$ cat config.mk
export PLATFORM = sky130hd
export DESIGN_NAME = ysyx_041514_csr_regfile
export DESIGN_NICKNAME = d
export VERILOG_FILES = /design/src/rtl/ysyx_041514_csr_regfile.sv
export SDC_FILE = /design/constraint.sdc
export NUM_CORES = 1
export LEC_CHECK = 0
export CAP_MARGIN = 10
export CORE_MARGIN = 5
export CORE_UTILIZATION = 30
export DETAILED_ROUTE_END_ITERATION = 12
export PLACE_DENSITY_LB_ADDON = 0.3
export SLEW_MARGIN = 20
export SYNTH_ARGS = -nofsm -noshare
export SYNTH_HDL_FRONTEND = slang
export SYNTH_SLANG_ARGS = --single-unit
$ cat constraint.sdc
create_clock -name clk -period 2.3 [get_ports clk]
set_input_delay 0.23 -clock clk [delete_from_list [all_inputs] [get_ports clk]]
set_output_delay 0.23 -clock clk [all_outputs]
set_load 0.01 [all_outputs]
$ cat src/rtl/ysyx_041514_csr_regfile.sv
// Machine-mode CSR file: read mux, masked write port, trap/mret updates, mcycle and timer irq.
// Define YSYX_041514_MINSTRET_EN to add the minstret counter at B02.
module ysyx_041514_csr_regfile #(
    parameter int              XLEN      = 64,
    parameter logic [XLEN-1:0] MTVEC_RST = 64'h8000_0000
) (
    input  logic            clk,
    input  logic            rst,
    input  logic [11:0]     csr_raddr_i,
    output logic [XLEN-1:0] csr_rdata_o,
    output logic            csr_illegal_o,
    input  logic            csr_wen_i,
    input  logic [11:0]     csr_waddr_i,
    input  logic [XLEN-1:0] csr_wdata_i,
    input  logic            trap_valid_i,
    input  logic [XLEN-1:0] trap_cause_i,
    input  logic [XLEN-1:0] trap_pc_i,
    input  logic            mret_i,
    input  logic            retire_i,
    input  logic            timer_irq_i,
    output logic [XLEN-1:0] mtvec_o,
    output logic [XLEN-1:0] mepc_o,
    output logic            irq_o
);

    logic            mst_mie_q, mst_mie_d;
    logic            mst_mpie_q, mst_mpie_d;
    logic            mie_mtie_q, mie_mtie_d;
    logic [XLEN-1:0] mtvec_q, mtvec_d;
    logic [XLEN-1:0] mscratch_q, mscratch_d;
    logic [XLEN-1:0] mepc_q, mepc_d;
    logic [XLEN-1:0] mcause_q, mcause_d;
    logic [XLEN-1:0] mcycle_q, mcycle_d;
    logic [XLEN-1:0] mstatus_rd;
    logic [XLEN-1:0] mip_rd;

    logic wr_mstatus, wr_mie, wr_mtvec, wr_mscratch, wr_mepc, wr_mcause, wr_mcycle;

    assign wr_mstatus  = csr_wen_i && (csr_waddr_i == 12'h300);
    assign wr_mie      = csr_wen_i && (csr_waddr_i == 12'h304);
    assign wr_mtvec    = csr_wen_i && (csr_waddr_i == 12'h305);
    assign wr_mscratch = csr_wen_i && (csr_waddr_i == 12'h340);
    assign wr_mepc     = csr_wen_i && (csr_waddr_i == 12'h341);
    assign wr_mcause   = csr_wen_i && (csr_waddr_i == 12'h342);
    assign wr_mcycle   = csr_wen_i && (csr_waddr_i == 12'hB00);

    // MPP is hardwired to machine mode, so only MIE/MPIE are stored.
    always_comb begin
        mstatus_rd        = '0;
        mstatus_rd[12:11] = 2'b11;
        mstatus_rd[7]     = mst_mpie_q;
        mstatus_rd[3]     = mst_mie_q;
        mip_rd            = '0;
        mip_rd[7]         = timer_irq_i;
    end

    always_comb begin
        mst_mie_d  = mst_mie_q;
        mst_mpie_d = mst_mpie_q;
        if (trap_valid_i) begin
            mst_mpie_d = mst_mie_q;
            mst_mie_d  = 1'b0;
        end else if (mret_i) begin
            mst_mie_d  = mst_mpie_q;
            mst_mpie_d = 1'b1;
        end else if (wr_mstatus) begin
            mst_mie_d  = csr_wdata_i[3];
            mst_mpie_d = csr_wdata_i[7];
        end
        mie_mtie_d = wr_mie ? csr_wdata_i[7] : mie_mtie_q;
        mtvec_d    = wr_mtvec ? {csr_wdata_i[XLEN-1:2], 2'b00} : mtvec_q;
        mscratch_d = wr_mscratch ? csr_wdata_i : mscratch_q;
        mepc_d     = mepc_q;
        mcause_d   = mcause_q;
        if (trap_valid_i) begin
            mepc_d   = {trap_pc_i[XLEN-1:1], 1'b0};
            mcause_d = trap_cause_i;
        end else begin
            if (wr_mepc)   mepc_d   = {csr_wdata_i[XLEN-1:1], 1'b0};
            if (wr_mcause) mcause_d = csr_wdata_i;
        end
        mcycle_d = wr_mcycle ? csr_wdata_i : mcycle_q + 1'b1;
    end

    always_ff @(posedge clk) begin
        if (rst) begin
            mst_mie_q  <= 1'b0;
            mst_mpie_q <= 1'b0;
            mie_mtie_q <= 1'b0;
            mtvec_q    <= MTVEC_RST;
            mscratch_q <= '0;
            mepc_q     <= '0;
            mcause_q   <= '0;
            mcycle_q   <= '0;
        end else begin
            mst_mie_q  <= mst_mie_d;
            mst_mpie_q <= mst_mpie_d;
            mie_mtie_q <= mie_mtie_d;
            mtvec_q    <= mtvec_d;
            mscratch_q <= mscratch_d;
            mepc_q     <= mepc_d;
            mcause_q   <= mcause_d;
            mcycle_q   <= mcycle_d;
        end
    end

`ifdef YSYX_041514_MINSTRET_EN
    logic [XLEN-1:0] minstret_q, minstret_d;

    always_comb begin
        if (csr_wen_i && (csr_waddr_i == 12'hB02)) minstret_d = csr_wdata_i;
        else if (retire_i)                         minstret_d = minstret_q + 1'b1;
        else                                       minstret_d = minstret_q;
    end

    always_ff @(posedge clk) begin
        if (rst) minstret_q <= '0;
        else     minstret_q <= minstret_d;
    end
`else
    logic unused_retire;
    assign unused_retire = retire_i;
`endif

    always_comb begin
        csr_rdata_o   = '0;
        csr_illegal_o = 1'b0;
        case (csr_raddr_i)
            12'h300: csr_rdata_o = mstatus_rd;
            12'h304: csr_rdata_o = {{(XLEN-8){1'b0}}, mie_mtie_q, 7'b0};
            12'h305: csr_rdata_o = mtvec_q;
            12'h340: csr_rdata_o = mscratch_q;
            12'h341: csr_rdata_o = mepc_q;
            12'h342: csr_rdata_o = mcause_q;
            12'h344: csr_rdata_o = mip_rd;
            12'hB00: csr_rdata_o = mcycle_q;
`ifdef YSYX_041514_MINSTRET_EN
            12'hB02: csr_rdata_o = minstret_q;
`endif
            default: csr_illegal_o = 1'b1;
        endcase
    end

    assign mtvec_o = mtvec_q;
    assign mepc_o  = mepc_q;
    assign irq_o   = mst_mie_q & mie_mtie_q & timer_irq_i;

endmodule

==> impl_metrics.env, run 1 <==
export IMPL_status="finished, violations left"
export IMPL_violations="setup timing"
export IMPL_synth_edff_count=0
export IMPL_die_y_um=240
export IMPL_startpoint_type="input port"
export IMPL_clkLatencyLatePin_ps=550
export IMPL_power_density_nw_per_um2=552
export IMPL_final_period_utilization=1.19
export IMPL_cp_max_fo=7
export IMPL_portBuffers=411
export IMPL_worst_slew_pin_transition_ps=654
export IMPL_ioPinCount=417
export IMPL_ff_latch_area_um2=6410
export IMPL_grt_pass1_wl_um=97200
export IMPL_synth_distinct_cells=56
export IMPL_drv_cap=0
export IMPL_gp_congestion=0.847
export IMPL_place_inst=2911
export IMPL_critical_path_class="input port to primary output"
export IMPL_cts_tree="built"
export IMPL_route_antenna_remaining_nets=0
export IMPL_r2r_end="mcycle_q[59]$_SDFF_PP0_"
export IMPL_h_tree_depth=2
export IMPL_layout_nets=2564
export IMPL_endpoint_kind="primary output"
export IMPL_syn2layout_area_growth_pct=52.0
export IMPL_vias_per_cell=5.28
export IMPL_drtIter0Drc=1472
export IMPL_grt_antenna_before_repair=2
export IMPL_cts_made_buffers=38
export IMPL_grt_start_max_net_pins=86
export IMPL_cp_arrival_ps=2510
export IMPL_clock_skew_ps=12.3
export IMPL_place_ws_ps=-916
export IMPL_die_w_um=240
export IMPL_synth_ff_type="dfxtp_1"
export IMPL_slew_violations=0
export IMPL_multi_input_area_um2=9190
export IMPL_drt_pass1_iter_count=7
export IMPL_finalNonFillerCells=3056
export IMPL_totalWireLength_um=66800
export IMPL_netlist_instances=1837
export IMPL_cts_clk_slew_worst_paths_ps=60
export IMPL_rsz0062_at_grt="true"
export IMPL_holdPathStages=2
export IMPL_drc_errors=0
export IMPL_final_hold_viol_count=0
export IMPL_finalWorstSetupSlack_ps=-438
export IMPL_leakagePower_uw=0.00941
export IMPL_min_from="rst"
export IMPL_dp_hpwl_um=44900
export IMPL_nFillCells=4942
export IMPL_initial_core_util=0.302
export IMPL_syn_area_um2=15800
export IMPL_detail_route_wl_per_cell_um=21.8
export IMPL_r2r_start="mcycle_q[0]$_SDFF_PP0_"
export IMPL_postSynthAreaPerCell_um2=8.62
export IMPL_timing_final_crit_period_ps=2740
export IMPL_fmax_ghz=0.365
export IMPL_drive_gt1_frac=0.232
export IMPL_ctsHoldBuffers=0
export IMPL_reg2regPathDepth=9
export IMPL_die_area_um2=57500
export IMPL_worstHoldEndpoint="mcause_q[9]$_SDFFE_PP0P_"
export IMPL_maxSlewHeadroom=0.564
export IMPL_ir_worst_vdd_v=0.000470
export IMPL_hold_class="input port to register"
export IMPL_ys_warn_count=0
export IMPL_ys_seq_elements=320
export IMPL_dr_total_vias=16100
export IMPL_rows=84
export IMPL_setup_violations=64
export IMPL_final_util=0.459
export IMPL_clockBufferDepth=3
export IMPL_grt_pass1_vias=15800
export IMPL_crit_required_ps=2070
export IMPL_async_reset_ff_frac=0
export IMPL_rrSetupSlack_ps=100
export IMPL_cts_root_buf="clkbuf_16"
export IMPL_gr_total_overflow=0
export IMPL_seq_area_frac_synth=0.405
export IMPL_grt_use_total=0.216
export IMPL_clkSinkCount=320
export IMPL_core_area_um2=52400
[power breakdown]
part / internal, µW / total (µW) / switching (µW)
combinational: 725 / 1250 / 525
sequential: 5680 / 5800 / 116
clock: 3830 / 6250 / 2420
[layout make-up]
type	count	area share
multi-input cells	1361	0.382
flip-flops and latches	320	0.266
repair buffers	607	0.261
diodes	2	0.000208
clock inverters	9	0.00514
clock buffers	57	0.0484
well taps	688	0.0358
inverters	12	0.00187
[cell usage after synthesis (2+ instances only)]
master,n,area share
inv_1,10,0.0024
a21oi_1,128,0.040
and3_1,6,0.0024
a221oi_1,4,0.0022
a211oi_2,2,0.0016
mux2_2,122,0.087
a211oi_1,56,0.027
buf_1,14,0.0033
nand3b_1,6,0.0028
nand3_2,3,0.0019
nor3b_1,3,0.0014
mux2i_1,130,0.082
nor3_1,24,0.0076
nand3_1,24,0.0076
or2_2,2,0.00079
xnor2_1,40,0.022
nand2_1,351,0.083
and2_1,3,0.0012
nor4_2,7,0.0055
nand2b_1,4,0.0016
dfxtp_1,320,0.40
buf_2,37,0.012
or3_1,2,0.00079
nor2_1,215,0.051
o21ai_0,8,0.0025
and4_1,4,0.0022
buf_6,6,0.0043
inv_2,2,0.00047
a22oi_1,61,0.029
nor2b_1,6,0.0024
a222oi_1,63,0.040
nand4_2,3,0.0024
clkbuf_1,85,0.020
xor2_1,21,0.012
nand4_1,25,0.0099
nor4_1,11,0.0043
buf_4,4,0.0019
or4_1,4,0.0019
nor4_4,2,0.0027
nor3_4,2,0.0021
nor3_2,2,0.0013
[registers in the layout (all words and copies together) (netlist names)]
register / flops
mepc_o: 63
mst_mpie_q: 1
mtvec_o: 62
mcycle_q: 64
mscratch_q: 64
mst_mie_q: 1
mcause_q: 64
mie_mtie_q: 1
[critical path, cell delays in order]
cell,delay [ps]
buf_6,100
nor4b_4,270
nand3b_1,150
or4_4,480
buf_6,150
buf_6,110
nor3b_4,210
buf_6,150
buf_12,140
buf_16,160
buf_6,110
a22oi_2,40
nand2_1,70
buf_2,130
[routing by layer]
layer	GRT usage	wire (µm)	up-vias
met5	0	0	-
met4	0.0840	2460	0
met3	0.0436	5020	141
met2	0.350	31200	659
met1	0.283	28100	7750
li1	-	-	7575
[worst max-delay path by stage]
stage | endpoint | slack (ps) | cells past startpoint | start
after global routing | csr_rdata_o[63] | -510 | 13 | csr_raddr_i[8]
after detailed placement | csr_rdata_o[51] | -920 | 10 | csr_raddr_i[5]
after CTS | csr_rdata_o[53] | -420 | 14 | csr_raddr_i[5]
after floorplan | csr_rdata_o[14] | 180 | 8 | csr_raddr_i[5]
final | csr_rdata_o[20] | -440 | 14 | csr_raddr_i[5]
after global placement | csr_rdata_o[35] | -910 | 10 | csr_raddr_i[5]
[cells by family (layout without fill, tap and decap cells)]
family,after synthesis,after routing,share of synthesized area
fa+ha+maj,1,1,0.000790
mux,252,252,0.169
compound gates,327,327,0.145
xor+xnor,61,61,0.0337
simple gates,717,717,0.203
other cells,1,5,0.000237
buf+inv,158,685,0.0442
flops,320,320,0.405
[stage by stage]
stage | cell area [µm²] | setup TNS [ps] | power [µW] | hold slack [ps]
floorplan | 15800 | 0 | 6360 | 351
global placement | 21500 | -89920 | 7110 | 441
detailed placement | 21500 | -95350 | 7140 | 447
CTS | 23600 | -20860 | 13500 | 120
global route | 24100 | -28800 | 13800 | 167
finish | 24100 | -23420 | 13300 | 148
[cells in the final DEF, fill, tap and decap left out, types with 25 or more instances in the layout]
cell type	count
nand2_1	349
clkdlybuf4s50_1	334
dfxtp_1	317
nor2_1	214
mux2i_1	130
a21oi_1	128
mux2_2	122
buf_4	102
a222oi_1	63
buf_2	57
a211oi_1	56
a22oi_2	51
clkbuf_16	44
buf_12	44
buf_6	44
xnor2_1	40
nand4_1	25
[timing repair]
action | CTS | global route
setup endpoints to repair | 69 | 84
setup buffers | 45 | 18
cloned | 14 | 4
pin swaps | 44 | 35
hold endpoints to repair | 0 | 0
gates resized for setup | 357 | 65
Note: power is estimated with default switching activity, not from simulation.
==> run 2, diff against run 1 <==
--- a/config.mk
+++ b/config.mk
@@ -5,7 +5,7 @@
 export SDC_FILE = /design/constraint.sdc
 export NUM_CORES = 1
 export LEC_CHECK = 0
-export CAP_MARGIN = 10
+export CAP_MARGIN = 25
 export CORE_MARGIN = 5
 export CORE_UTILIZATION = 30
 export DETAILED_ROUTE_END_ITERATION = 12
==> results of run 2 <==
No change in the layout: final DEF, timing and power equal those of run 1.
==> run 3, diff against run 2 <==
--- a/config.mk
+++ b/config.mk
@@ -6,8 +6,10 @@
 export NUM_CORES = 1
 export LEC_CHECK = 0
 export CAP_MARGIN = 25
+export CELL_PAD_IN_SITES_DETAIL_PLACEMENT = 1
+export CELL_PAD_IN_SITES_GLOBAL_PLACEMENT = 2
 export CORE_MARGIN = 5
-export CORE_UTILIZATION = 30
+export CORE_UTILIZATION = 29
 export DETAILED_ROUTE_END_ITERATION = 12
 export PLACE_DENSITY_LB_ADDON = 0.3
 export SLEW_MARGIN = 20
==> run 3 against run 2 <==
Effect of this change: the flow still finishes with violations (setup timing); non-clock buffer count decreased by 36; cell area fell by 0.83%; critical path depth decreased by 2; core utilization is 1.6 points lower; final cell count decreased by 0.88%; combinational power is essentially flat; worst hold slack worse by 26 ps; setup slack improved by 100 ps; clock-buffer cell count up 6; clock skew is essentially flat; total power up 2.0%; critical path type unchanged; largest cell class unchanged.
==> impl_metrics.env, run 3 (same netlist as run 1, synthesis figures left out) <==
export IMPL_final_cell_mix="349 x nand2_1, 334 x clkdlybuf4s50_1, 317 x dfxtp_1, 214 x nor2_1, 130 x mux2i_1"
export IMPL_setup_violations=64
export IMPL_final_util=0.443
export IMPL_dp_hpwl_um=48100
export IMPL_path_cells="buf_6 -> nor4b_4 -> nand3b_1 -> or4_4 -> buf_6 -> nor3b_4 -> buf_6 -> buf_8 -> buf_16 -> a22oi_2 -> nand2_1 -> buf_2"
export IMPL_nFillCells=6108
export IMPL_cp_arrival_ps=2410
export IMPL_die_y_um=244
export IMPL_worst_slew_pin_transition_ps=799
export IMPL_grt_antenna_before_repair=5
export IMPL_drc_errors=0
export IMPL_design_power_total_uw=13600
export IMPL_drtIter0Drc=1011
export IMPL_portBuffers=411
export IMPL_grt_use_total=0.233
export IMPL_grt_start_max_net_pins=101
export IMPL_maxSlewHeadroom=0.467
export IMPL_slew_violations=0
export IMPL_clockBufferDepth=3
export IMPL_clock_skew_ps=12.4
export IMPL_cp_num_buf_inv=6
export IMPL_slowest_stage="or4_4"
export IMPL_cp_max_fo=8
export IMPL_layout_nets=2531
export IMPL_max_stage_delay_ps=500
export IMPL_grt_pass1_vias=16800
export IMPL_ioPinCount=417
export IMPL_p_comb_frac=0.094
export IMPL_fmax_ghz=0.379
export IMPL_switchingPower_uw=3180
export IMPL_endpoint_kind="primary output"
export IMPL_route_antenna_remaining_nets=0
export IMPL_h_tree_depth=2
export IMPL_path_delay_family="simple AND/OR/NAND/NOR gates"
export IMPL_hold_class="input port to register"
export IMPL_core_area_um2=53900
export IMPL_violations="setup timing"
export IMPL_top_regs="mcause_q x64, mcycle_q x64, mscratch_q x64"
export IMPL_final_period_utilization=1.15
export IMPL_final_hold_viol_count=0
export IMPL_drt_pass1_iter_count=9
export IMPL_critical_path_class="input port to primary output"
export IMPL_initial_core_util=0.294
export IMPL_p_seq_frac=0.428
export IMPL_cts_tree="built"
export IMPL_leakagePower_uw=0.00923
export IMPL_final_common_cell="nand2_1"
export IMPL_drive_gt1_frac=0.224
export IMPL_ff_latch_area_um2=6410
export IMPL_finalWorstSetupSlack_ps=-336
export IMPL_die_w_um=244
export IMPL_syn2layout_area_growth_pct=50.8
export IMPL_startpoint_type="input port"
export IMPL_antenna_cells=0
export IMPL_clkLatencyLatePin_ps=560
export IMPL_clkSinkCount=320
export IMPL_ctsHoldBuffers=0
export IMPL_finalSetupTns_ps=-16510
export IMPL_grt_pass1_wl_um=109000
export IMPL_vias_per_cell=5.36
export IMPL_power_density_nw_per_um2=568
export IMPL_rows=85
export IMPL_gr_total_overflow=0
export IMPL_crit_required_ps=2070
export IMPL_detail_route_wl_per_cell_um=24.3
export IMPL_cts_made_buffers=41
export IMPL_path_common_cell="buf_6"
export IMPL_status="finished, violations left"
export IMPL_rsz0062_at_grt="true"
export IMPL_cts_clk_slew_worst_paths_ps=60
export IMPL_internal_power_uw=10400
export IMPL_cts_root_buf="clkbuf_16"
export IMPL_swShare=0.234
export IMPL_timing_final_crit_period_ps=2640
export IMPL_gp_congestion=0.797
export IMPL_totalWireLength_um=73500
export IMPL_die_area_um2=59400
export IMPL_clkPwrFrac=0.478
export IMPL_dr_total_vias=16200
export IMPL_ir_worst_vdd_v=0.000408
export IMPL_multi_input_area_um2=9220
export IMPL_drv_cap=0
export IMPL_place_ws_ps=-1050
==> run 3: changes by cell type in the layout (fill, tap and decap cells not counted), sizes merged <==
cell / before / now
buf: 262 / 225
diode: 2 / 0
bufbuf: 0 / 1
clkinv: 5 / 1
clkbuf: 60 / 67
clkdlybuf4s15: 1 / 0
inv: 13 / 14
==> run 3: path summary, 6_finish.rpt <==
kind | cells after the start | startpoint | slack [ps] | endpoint
setup / recovery | 12 | csr_raddr_i[7] | -340 | csr_rdata_o[62]
hold / removal | 3 | trap_valid_i | 120 | mepc_o[11]$_SDFFE_PP0P_
setup reg to reg | 7 | mcycle_q[6]$_SDFF_PP0_ | 100 | mcycle_q[57]$_SDFF_PP0_
hold reg to reg | 2 | mscratch_q[40]$_SDFFE_PP0P_ | 460 | mscratch_q[40]$_SDFFE_PP0P_
==> run 3: worst reg2reg max path, stage by stage (launching register included) <==
cell and delay, ps:
dfxtp_1 450, nand3_4 250, nor4_4 440, nand4_1 130, buf_4 200, nor3_1 190, xnor2_1 110, a211oi_1 320
==> run 3: what timing repair did <==
| item | 4_1_cts | 5_1_grt |
|---|---|---|
| setup endpoints to repair | 71 | 88 |
| gates cloned | 16 | 5 |
| pin swaps | 57 | 43 |
| buffers inserted | 21 | 7 |
| gates resized for setup | 369 | 64 |
==> run 3: cell type report <==
| type | instances | share of cell area |
|---|---|---|
| multi-input cells | 1361 | 0.386 |
| inverters | 12 | 0.00189 |
| flip-flops and latches | 320 | 0.268 |
| well taps | 696 | 0.0365 |
| clock inverters | 6 | 0.00472 |
| clock buffers | 63 | 0.0511 |
| repair buffers | 571 | 0.251 |
==> run 3: stage by stage <==
stage | instance area (µm²) | hold slack (ps) | std cells
floorplan | 15800 | 351 | 1839
global placement | 21400 | 441 | 2913
detailed placement | 21400 | 447 | 2913
CTS | 23500 | 89.3 | 3019
global route | 23900 | 121 | 3029
finish | 23900 | 122 | 3029
==> run 3: power by group through the flow <==
stage	clock network (µW)	logic, µW	registers, µW
2_1_floorplan	0	460	5900
3_3_place_gp	0	1230	5900
3_5_place_dp	0	1270	5900
4_1_cts	6660	1280	5790
5_1_grt	6850	1370	5810
6_report	6490	1270	5800
==> run 3: metal layers <==
metal / routed length [µm] / vias to the layer above / track usage
li1: - / 7513 / -
met1: 32600 / 8176 / 0.309
met2: 35100 / 438 / 0.392
met3: 4110 / 91 / 0.0472
met4: 1620 / 6 / 0.0566
met5: 41 / - / 0
